===== src/rtl/light_sample_filter.sv =====
// light_sample_filter
// Block-averages 8-bit light samples from the SPI sensor reader, tracks the
// peak average, flags a stale sensor after a long silence and drives two
// active-low hex digits (Segment1 = high nibble, Segment2 = low nibble).
// Optional build macro: LIGHT_FILTER_PEAK_HOLD_EN -- when defined the digits
// show the peak average instead of the latest average.
module light_sample_filter #(
  parameter int SAMPLES_LOG2   = 3,
  parameter int TIMEOUT_CYCLES = 25000000
) (
  input  logic       i_Clk,
  input  logic       i_Reset,
  input  logic [7:0] i_Sample,
  input  logic       i_Sample_DV,
  input  logic       i_Clear,
  output logic [7:0] o_Avg,
  output logic       o_Avg_DV,
  output logic [7:0] o_Peak,
  output logic       o_Stale,
  output logic       o_Segment1_A,
  output logic       o_Segment1_B,
  output logic       o_Segment1_C,
  output logic       o_Segment1_D,
  output logic       o_Segment1_E,
  output logic       o_Segment1_F,
  output logic       o_Segment1_G,
  output logic       o_Segment2_A,
  output logic       o_Segment2_B,
  output logic       o_Segment2_C,
  output logic       o_Segment2_D,
  output logic       o_Segment2_E,
  output logic       o_Segment2_F,
  output logic       o_Segment2_G
);

  // Accumulator is wide enough for 2^SAMPLES_LOG2 full-scale samples.
  localparam int ACC_W  = 8 + SAMPLES_LOG2;
  localparam int CNT_W  = (SAMPLES_LOG2 > 0) ? SAMPLES_LOG2 : 1;
  localparam int IDLE_W = $clog2(TIMEOUT_CYCLES + 1);

  localparam logic [CNT_W-1:0]  LAST_COUNT = CNT_W'((1 << SAMPLES_LOG2) - 1);
  localparam logic [IDLE_W-1:0] IDLE_LIMIT = IDLE_W'(TIMEOUT_CYCLES);

  // Active-low {G,F,E,D,C,B,A}: only the middle bar lit.
  localparam logic [6:0] DASH_N = 7'b0111111;

  logic [ACC_W-1:0]  acc;
  logic [CNT_W-1:0]  count;
  logic [ACC_W-1:0]  sum;
  logic [7:0]        avg_next;
  logic              accept;
  logic              block_done;
  logic [IDLE_W-1:0] idle;
  logic [7:0]        display_value;
  logic [6:0]        seg1_n;
  logic [6:0]        seg2_n;

  // Active-high {g,f,e,d,c,b,a} pattern for a hex digit.
  function automatic logic [6:0] hex_glyph(input logic [3:0] nibble);
    case (nibble)
      4'h0: hex_glyph = 7'h3F;
      4'h1: hex_glyph = 7'h06;
      4'h2: hex_glyph = 7'h5B;
      4'h3: hex_glyph = 7'h4F;
      4'h4: hex_glyph = 7'h66;
      4'h5: hex_glyph = 7'h6D;
      4'h6: hex_glyph = 7'h7D;
      4'h7: hex_glyph = 7'h07;
      4'h8: hex_glyph = 7'h7F;
      4'h9: hex_glyph = 7'h6F;
      4'hA: hex_glyph = 7'h77;
      4'hB: hex_glyph = 7'h7C;
      4'hC: hex_glyph = 7'h39;
      4'hD: hex_glyph = 7'h5E;
      4'hE: hex_glyph = 7'h79;
      default: hex_glyph = 7'h71;
    endcase
  endfunction

  // A strobe that coincides with a clear is thrown away.
  assign accept     = i_Sample_DV && !i_Clear;
  assign block_done = accept && (count == LAST_COUNT);
  assign sum        = acc + ACC_W'(i_Sample);
  assign avg_next   = 8'(sum >> SAMPLES_LOG2);
  assign o_Stale    = (idle == IDLE_LIMIT);

`ifdef LIGHT_FILTER_PEAK_HOLD_EN
  assign display_value = o_Peak;
`else
  assign display_value = o_Avg;
`endif

  // Accumulate samples; the block's last sample restarts the block directly.
  always_ff @(posedge i_Clk or posedge i_Reset) begin
    if (i_Reset) begin
      acc   <= '0;
      count <= '0;
    end else if (i_Clear || block_done) begin
      acc   <= '0;
      count <= '0;
    end else if (accept) begin
      acc   <= sum;
      count <= count + 1'b1;
    end
  end

  // Publish the block average with a one-clock strobe and track its peak.
  always_ff @(posedge i_Clk or posedge i_Reset) begin
    if (i_Reset) begin
      o_Avg    <= '0;
      o_Avg_DV <= 1'b0;
      o_Peak   <= '0;
    end else begin
      o_Avg_DV <= block_done;
      if (block_done) begin
        o_Avg <= avg_next;
      end
      if (i_Clear) begin
        o_Peak <= '0;
      end else if (block_done && (avg_next > o_Peak)) begin
        o_Peak <= avg_next;
      end
    end
  end

  // Idle timer: restarts on each accepted strobe, saturates at the limit, holds during clear.
  always_ff @(posedge i_Clk or posedge i_Reset) begin
    if (i_Reset) begin
      idle <= IDLE_LIMIT;
    end else if (i_Clear) begin
      idle <= idle;
    end else if (i_Sample_DV) begin
      idle <= '0;
    end else if (idle != IDLE_LIMIT) begin
      idle <= idle + 1'b1;
    end
  end

  // Registered digit drive: dashes while stale, otherwise the hex value.
  always_ff @(posedge i_Clk or posedge i_Reset) begin
    if (i_Reset) begin
      seg1_n <= DASH_N;
      seg2_n <= DASH_N;
    end else if (o_Stale) begin
      seg1_n <= DASH_N;
      seg2_n <= DASH_N;
    end else begin
      seg1_n <= ~hex_glyph(display_value[7:4]);
      seg2_n <= ~hex_glyph(display_value[3:0]);
    end
  end

  assign o_Segment1_A = seg1_n[0];
  assign o_Segment1_B = seg1_n[1];
  assign o_Segment1_C = seg1_n[2];
  assign o_Segment1_D = seg1_n[3];
  assign o_Segment1_E = seg1_n[4];
  assign o_Segment1_F = seg1_n[5];
  assign o_Segment1_G = seg1_n[6];
  assign o_Segment2_A = seg2_n[0];
  assign o_Segment2_B = seg2_n[1];
  assign o_Segment2_C = seg2_n[2];
  assign o_Segment2_D = seg2_n[3];
  assign o_Segment2_E = seg2_n[4];
  assign o_Segment2_F = seg2_n[5];
  assign o_Segment2_G = seg2_n[6];

endmodule

===== config.mk =====
export PLATFORM = sky130hd
export DESIGN_NAME = light_sample_filter
export DESIGN_NICKNAME = d
export VERILOG_FILES = /design/src/rtl/light_sample_filter.sv
export SDC_FILE = /design/constraint.sdc
export NUM_CORES = 1
export LEC_CHECK = 0
export ABC_AREA = 1
export CORE_ASPECT_RATIO = 0.6
export CORE_MARGIN = 2
export CORE_UTILIZATION = 61
export CTS_BUF_LIST = sky130_fd_sc_hd__clkbuf_2 sky130_fd_sc_hd__clkbuf_4 sky130_fd_sc_hd__clkbuf_8
export CTS_CLUSTER_SIZE = 12
export DETAILED_ROUTE_END_ITERATION = 16
export GPL_TIMING_DRIVEN = 0
export PLACE_DENSITY = 0.84
export SETUP_SLACK_MARGIN = 0.05
export SYNTH_ARGS = -nofsm -noshare
export SYNTH_HDL_FRONTEND = slang
export SYNTH_SLANG_ARGS = --single-unit

===== constraint.sdc =====
create_clock -name i_Clk -period 4.25 [get_ports i_Clk]
set_input_delay 0.425 -clock i_Clk [delete_from_list [all_inputs] [get_ports i_Clk]]
set_output_delay 0.425 -clock i_Clk [all_outputs]
set_load 0.02 [all_outputs]

==> flow_metrics.env <==
export IMPL_cts_buffer_depth=2
export IMPL_nets=733
export IMPL_crit_chain="clkdlybuf4s50_1 > ha_1 > fa_1 > nand3_1 > nor2_1 > nand2_1 > nand4_1 > and2_1 > ha_1 > nand2_1 > nor2_1 > nand4_1 > nand2_1 > inv_1 > nand2_1 > buf_2 > o21ai_0"
export IMPL_cp_arrival_ps=3320
export IMPL_synth_main_ff_cell="dfrtp_1"
export IMPL_vias=4476
export IMPL_post_drt_wl_per_cell_um=15.14
export IMPL_yosysTopAreaCell="dfrtp_1"
export IMPL_fin_total_pwr_mw=1.565
export IMPL_grt_max_degree=71
export IMPL_layout_min_cycle_time_ps=3098
export IMPL_synth_common_cells="213 x nand2_1, 66 x nor2_1, 64 x inv_1, 64 x nand3_1, 46 x dfrtp_1"
export IMPL_synth_cells=636
export IMPL_port_buffer_count=43
export IMPL_grt_usage=0.3151
export IMPL_ys_seq_area_frac=0.3910
export IMPL_drive_gt1_frac=0.08345
export IMPL_synth_edf_count=0
export IMPL_met1_usage=0.4753
export IMPL_path_max_fanout=10
export IMPL_post_route_period_util=0.7288
export IMPL_path_clk_slew_ps=80
export IMPL_start_util=0.6297
export IMPL_place_congestion=0.9733
export IMPL_drc=0
export IMPL_coreArea_um2=7237
export IMPL_cts_hold_buf=0
export IMPL_diodes=0
export IMPL_synth_async_reset_ratio=1.000
export IMPL_dr_pass1_iters=5
export IMPL_worstMarginPinSlew_ps=864.4
export IMPL_antenna_found_initial=0
export IMPL_worstSetupPathType="primary input to flip-flop"
export IMPL_fp_dieH_um=70.95
export IMPL_cts_tree="done"
export IMPL_synth_area_leaders="dfrtp_1 25%, nand2_1 18%, dfstp_2 14%, ha_1 8.2%, nand3_1 7.0%"
export IMPL_num_io_pins=44
export IMPL_slew_headroom=0.4238
export IMPL_rsz0062_at_grt="false"
export IMPL_drv_slew=0
export IMPL_cts_buffers=9
export IMPL_critPathMaxStageDelay_ps=430
export IMPL_finalSetupTns_ps=0
export IMPL_fmax_mhz=322.8
export IMPL_p_per_area_nw_per_um2=292.9
export IMPL_final_antenna_net_count=0
export IMPL_clockRootBuffer="clkbuf_8"
export IMPL_ys_ff_latch=70
export IMPL_endpoint_kind="flip-flop"
export IMPL_grt_pass1_wl_mm=19.89
export IMPL_cp_common_cell="nand2_1"
export IMPL_synth_area_um2=4557
export IMPL_syn_nets=679
export IMPL_hp_class="flip-flop to flip-flop"
export IMPL_clock_sinks=70
export IMPL_synth_most_common_cell="nand2_1"
export IMPL_post_dp_hpwl_mm=9.149
export IMPL_grt_busiest_layer="met1"
export IMPL_multi_input_area_um2=2449
export IMPL_chipWidth_um=115.6
export IMPL_rows=24
export IMPL_htree_levels=3
export IMPL_p_leak_nw=2.440
export IMPL_avgSynthCellArea_um2=7.165
export IMPL_critPathRequiredTime_ps=4480
export IMPL_regArea_um2=1782
export IMPL_yosysTopAreaCellShare=0.2526
export IMPL_skew_ps=7.049
export IMPL_via_per_inst=5.602
export IMPL_cts_resized=0
export IMPL_start_kind="primary input"
export IMPL_areaGrowthSynthToFinish_pct=17.24
export IMPL_outcome="finished clean"
export IMPL_hold_viol=0
export IMPL_worst_slack_ps=1152
export IMPL_synth_cell_type_count=32
export IMPL_pre_cts_slack_ps=807.1
export IMPL_met3_usage=0.1251
export IMPL_cts_setup_buffers=0
export IMPL_yosys_warnings=0
export IMPL_dieArea_um2=8200
export IMPL_setup_violations=0
export IMPL_overflow=0
export IMPL_met2_usage=0.4243
export IMPL_fillers=576
export IMPL_insertion_delay_ps=370
export IMPL_drt_initial_drc_count=463
export IMPL_cap_viol_max_count=0
export IMPL_grt_pass1_vias=4082
export IMPL_cpMaxStageDelayCell="fa_1"
export IMPL_routed_wl_mm=12.10
export IMPL_ir_drop_mv=0.2655
## cells by family (layout without fill, tap and decap cells)
kind of cell,Yosys count,count (layout),synth area share
xor+xnor,10,10,0.01922
compound gates,76,76,0.09445
buf+inv,79,138,0.07166
fa+ha+maj,31,31,0.08677
simple gates,370,370,0.3369
flops,70,70,0.3910
## per-stage QoR
stage	std cells	hold WS (ps)	util	cell area, um2
after floorplan	636	453.0	-	4557
after global placement	783	467.3	0.7071	5117
after detailed placement	783	478.9	0.7075	5120
after CTS	799	496.9	0.7382	5343
after global routing	799	520.7	0.7382	5343
final	799	491.2	0.7382	5343
## worst paths after layout
path,slack (ps),endpoint,cells past startpoint,startpoint
min reg2reg,490,acc[7]$_DFFE_PP0P_,2,acc[7]$_DFFE_PP0P_
max reg2reg,1270,o_Peak[0]$_DFFE_PP0P_,16,acc[0]$_DFFE_PP0P_
max in group asynchronous,3100,seg1_n[6]$_DFF_PP0_,2,i_Reset
min,490,acc[7]$_DFFE_PP0P_,2,acc[7]$_DFFE_PP0P_
min in group asynchronous,580,idle[2]$_DFFE_PP0P_,2,i_Reset
max,1150,o_Peak[0]$_DFFE_PP0P_,17,i_Sample[0]
## routing by layer
metal / share of wire / vias up
li1: - / 2165
met1: 0.46 / 2077
met2: 0.40 / 213
met3: 0.12 / 21
met4: 0.014 / 0
met5: 0 / -
## sequential cells by signal, summed over array words and instances, names as in the netlist
register and count:
idle 25, acc 11, o_Avg 8, o_Peak 8, seg1_n 7, seg2_n 7
count 3, o_Avg_DV 1
## placed cells by master, fill, tap and decap left out, drive strengths merged, types with 6 or more instances in the layout
master	Yosys	final
nand2	216	216
nor2	68	68
nand3	64	64
inv	64	64
dfrtp	46	46
clkdlybuf4s50	0	43
o21ai	41	41
ha	30	30
dfstp	24	24
a21oi	15	15
clkbuf	4	14
nand4	12	12
buf	9	9
xor2	8	8
o211ai	6	6
## critical path: cells and delay by family
kind / cells / cell delay (ps)
fa+ha+maj: 3 / 970
compound gates: 1 / 120
simple gates: 10 / 1140
buf+inv: 3 / 660
## cell type report
cell class | count | area share
multi-input cells | 487 | 0.4583
flip-flops and latches | 70 | 0.3335
repair buffers | 43 | 0.08056
inverters | 66 | 0.04684
clock buffers | 10 | 0.02576
well taps | 104 | 0.02436
clock inverters | 6 | 0.01593
plain buffers | 13 | 0.01475
## power by group
part	total, mW	switching [mW]	internal (mW)
Combinational	0.252	0.164	0.0876
Sequential	0.699	0.0154	0.684
Clock	0.614	0.270	0.344
Total	1.56	0.449	1.12
(Power assumes the default switching activity.)
==> RTL edit (same settings) <==
Add a define of `LIGHT_FILTER_PEAK_HOLD_EN`.
--- a/src/rtl/light_sample_filter.sv
+++ b/src/rtl/light_sample_filter.sv
@@ -6,2 +6,4 @@
 // show the peak average instead of the latest average.
+`define LIGHT_FILTER_PEAK_HOLD_EN
+
 module light_sample_filter #(
Formal check against the unedited RTL: no difference found for any inputs over 4 cycles, from zero or initial values and one cycle with i_Reset high; that may be too few to reach the edited logic, so the function may still have changed.
==> RTL edit against the unedited design <==
Total power down 2.9%; synthesized area up 1.7%; sequential cell count unchanged; synthesized cell count up 0.16%; largest cell class unchanged; final area up 1.2%; sequential share of layout area down 0.39 points; routed wire length down 2.4%; register-to-register slack worse by 0.07 ns; worst setup slack worse by 0.11 ns.
==> RTL edit: results (changes against the unedited design) <==
• outcome: complete, no violations
• last weighted congestion value of the routability-driven placer: 1.05, +7.4%
• vias: 4476, unchanged
• clk slew on worst S/H paths: 0.08 ns, about the same
• port buffer count: 43, unchanged
• violation count after the first detailed-route iteration: 525, +13%
• clock latency of the later-clocked register in the worst-skew pair: 0.36 ns
• Sum Neg Setup Slack: 0 ns, unchanged
• DP Wirelength: 8780 um, -4.0%
• terminating pin of the worst hold path: o_Avg[7]
• detailed-route wire length per cell: 14.8 um, -2.6%
• detailed-router iteration count before antenna repair: 7, +2
• worst hold margin: 0.479 ns, -0.0120 ns
• worst slack at placement: 0.721 ns, -0.0860 ns
• largest fanout on the critical path: 10, unchanged
• Leak: 2.50 nW, +2.3%
• setup slack of the most critical reg-to-reg path: 1.20 ns, -0.07 ns
• global-route usage over all layers: 30.1%, -1.4 points
• wire length of the first global-routing pass: 19200 um, -3.3%
• count of cells resized by post-cts repair: 0, unchanged
• net count of the mapped netlist: 680, +0.15%
• number of placed instances with taps included: 784, +0.13%
• post-CTS setup buffer count: 0, unchanged
• number of buffers on the longest clock path: 2, unchanged
• count of cell types in the netlist: 34, +6.3%
• nets: 734, +0.14%
• share of cells above drive strength 1: 10.9%, +2.6 points
• fillers: 611, +6.1%
• IR Drop Worst-Case VDD: 230 uV, -13%
• number of global-route vias before repair: 3962, -2.9%
• DRC viols: 0, unchanged
• synth top area cells: dfrtp_1 (25%), nand2_1 (17%), dfstp_2 (14%)
• cells on worst reg2reg path: 19, +3
• Fin Clk Skew: 0.0105 ns, +0.00346 ns
• placed instance area: 0.00520 mm^2, +1.5%
• Data arrival, critical path: 3.50 ns, +0.18 ns
• Via density: 5.60, -0.13%
• transition time of the tightest slew-check pin: 0.862 ns, -0.00254 ns
• maximum level of the CTS H-tree: 3, unchanged
• number of antenna violations at the first check in global routing: 0, unchanged
• top cells by count, synth: nand2_1 (216), nor2_1 (69), nand3_1 (61)
• Min-Delay Path Depth: 2, unchanged
• design area: 0.00541 mm^2, +1.2%
• Worst Hold Launch: o_Avg[7]
• share of the yosys chip area belonging to registers: 38.4%, -0.65 points
• cell count after synthesis: 637, +0.16%
• reg2reg end: o_Peak[3]
## RTL edit: critical path: stages
cell	delay [ns]
clkdlybuf4s50_1	0.46
ha_1	0.22
inv_1	0.07
fa_1	0.41
inv_1	0.10
nand3_1	0.08
nand3_1	0.15
nand2_1	0.11
nand3_1	0.09
nand2_1	0.16
ha_1	0.36
nand2_1	0.06
nor2_1	0.12
nand4_1	0.09
nand2_1	0.09
inv_1	0.04
nand2_1	0.07
buf_2	0.21
nand3_1	0.08
o21ai_0	0.08
## RTL edit: cell type report
cell class                 instances  area share (%)
sequential                        70            33.0
clock buffer                      13            3.08
clock inverter                     3           0.787
timing repair buffer              43            7.96
inverter                          62            4.35
tap                              104            2.41
multi-input combinational        490            46.5
buffer                            15            1.97
## RTL edit: routing by layer
layer | vias up | global-route usage, % | routed length (um)
li1 | 2170 | - | -
met1 | 2049 | 46.5 | 5630
met2 | 226 | 40.9 | 4650
met3 | 31 | 8.46 | 1370
met4 | 0 | 7.80 | 155
met5 | - | 3.03 | 0
## RTL edit: logic make-up (layout without fill, tap and decap cells)
family,Yosys count,in the layout,share of synthesized area [%]
AND/OR/NAND/NOR,370,370,33.0
AO/OA/AOI/OAI,77,77,10.4
buffers and inverters,77,136,7.32
flip-flops,70,70,38.4
adder cells (fa/ha/maj),31,31,8.53
XOR/XNOR,12,12,2.27
## RTL edit: where the power goes
part           internal [mW]  leakage (nW)  switching (mW)  total, mW
registers              0.683         0.871          0.0143      0.697
clock network          0.315         0.106           0.253      0.568
logic                 0.0885          1.52           0.166      0.255
## RTL edit: how the worst max path moves through the flow
stage,startpoint,end,slack (ns),cells past startpoint
5_1_grt,i_Sample[0],o_Peak[3],0.75,20
3_3_place_gp,i_Sample[0],o_Peak[0],0.79,19
2_1_floorplan,i_Sample[0],o_Peak[0],1.64,19
4_1_cts,i_Sample[0],o_Peak[3],1.06,20
3_5_place_dp,i_Sample[0],o_Peak[3],0.72,20
6_report,i_Sample[0],o_Peak[3],1.04,20
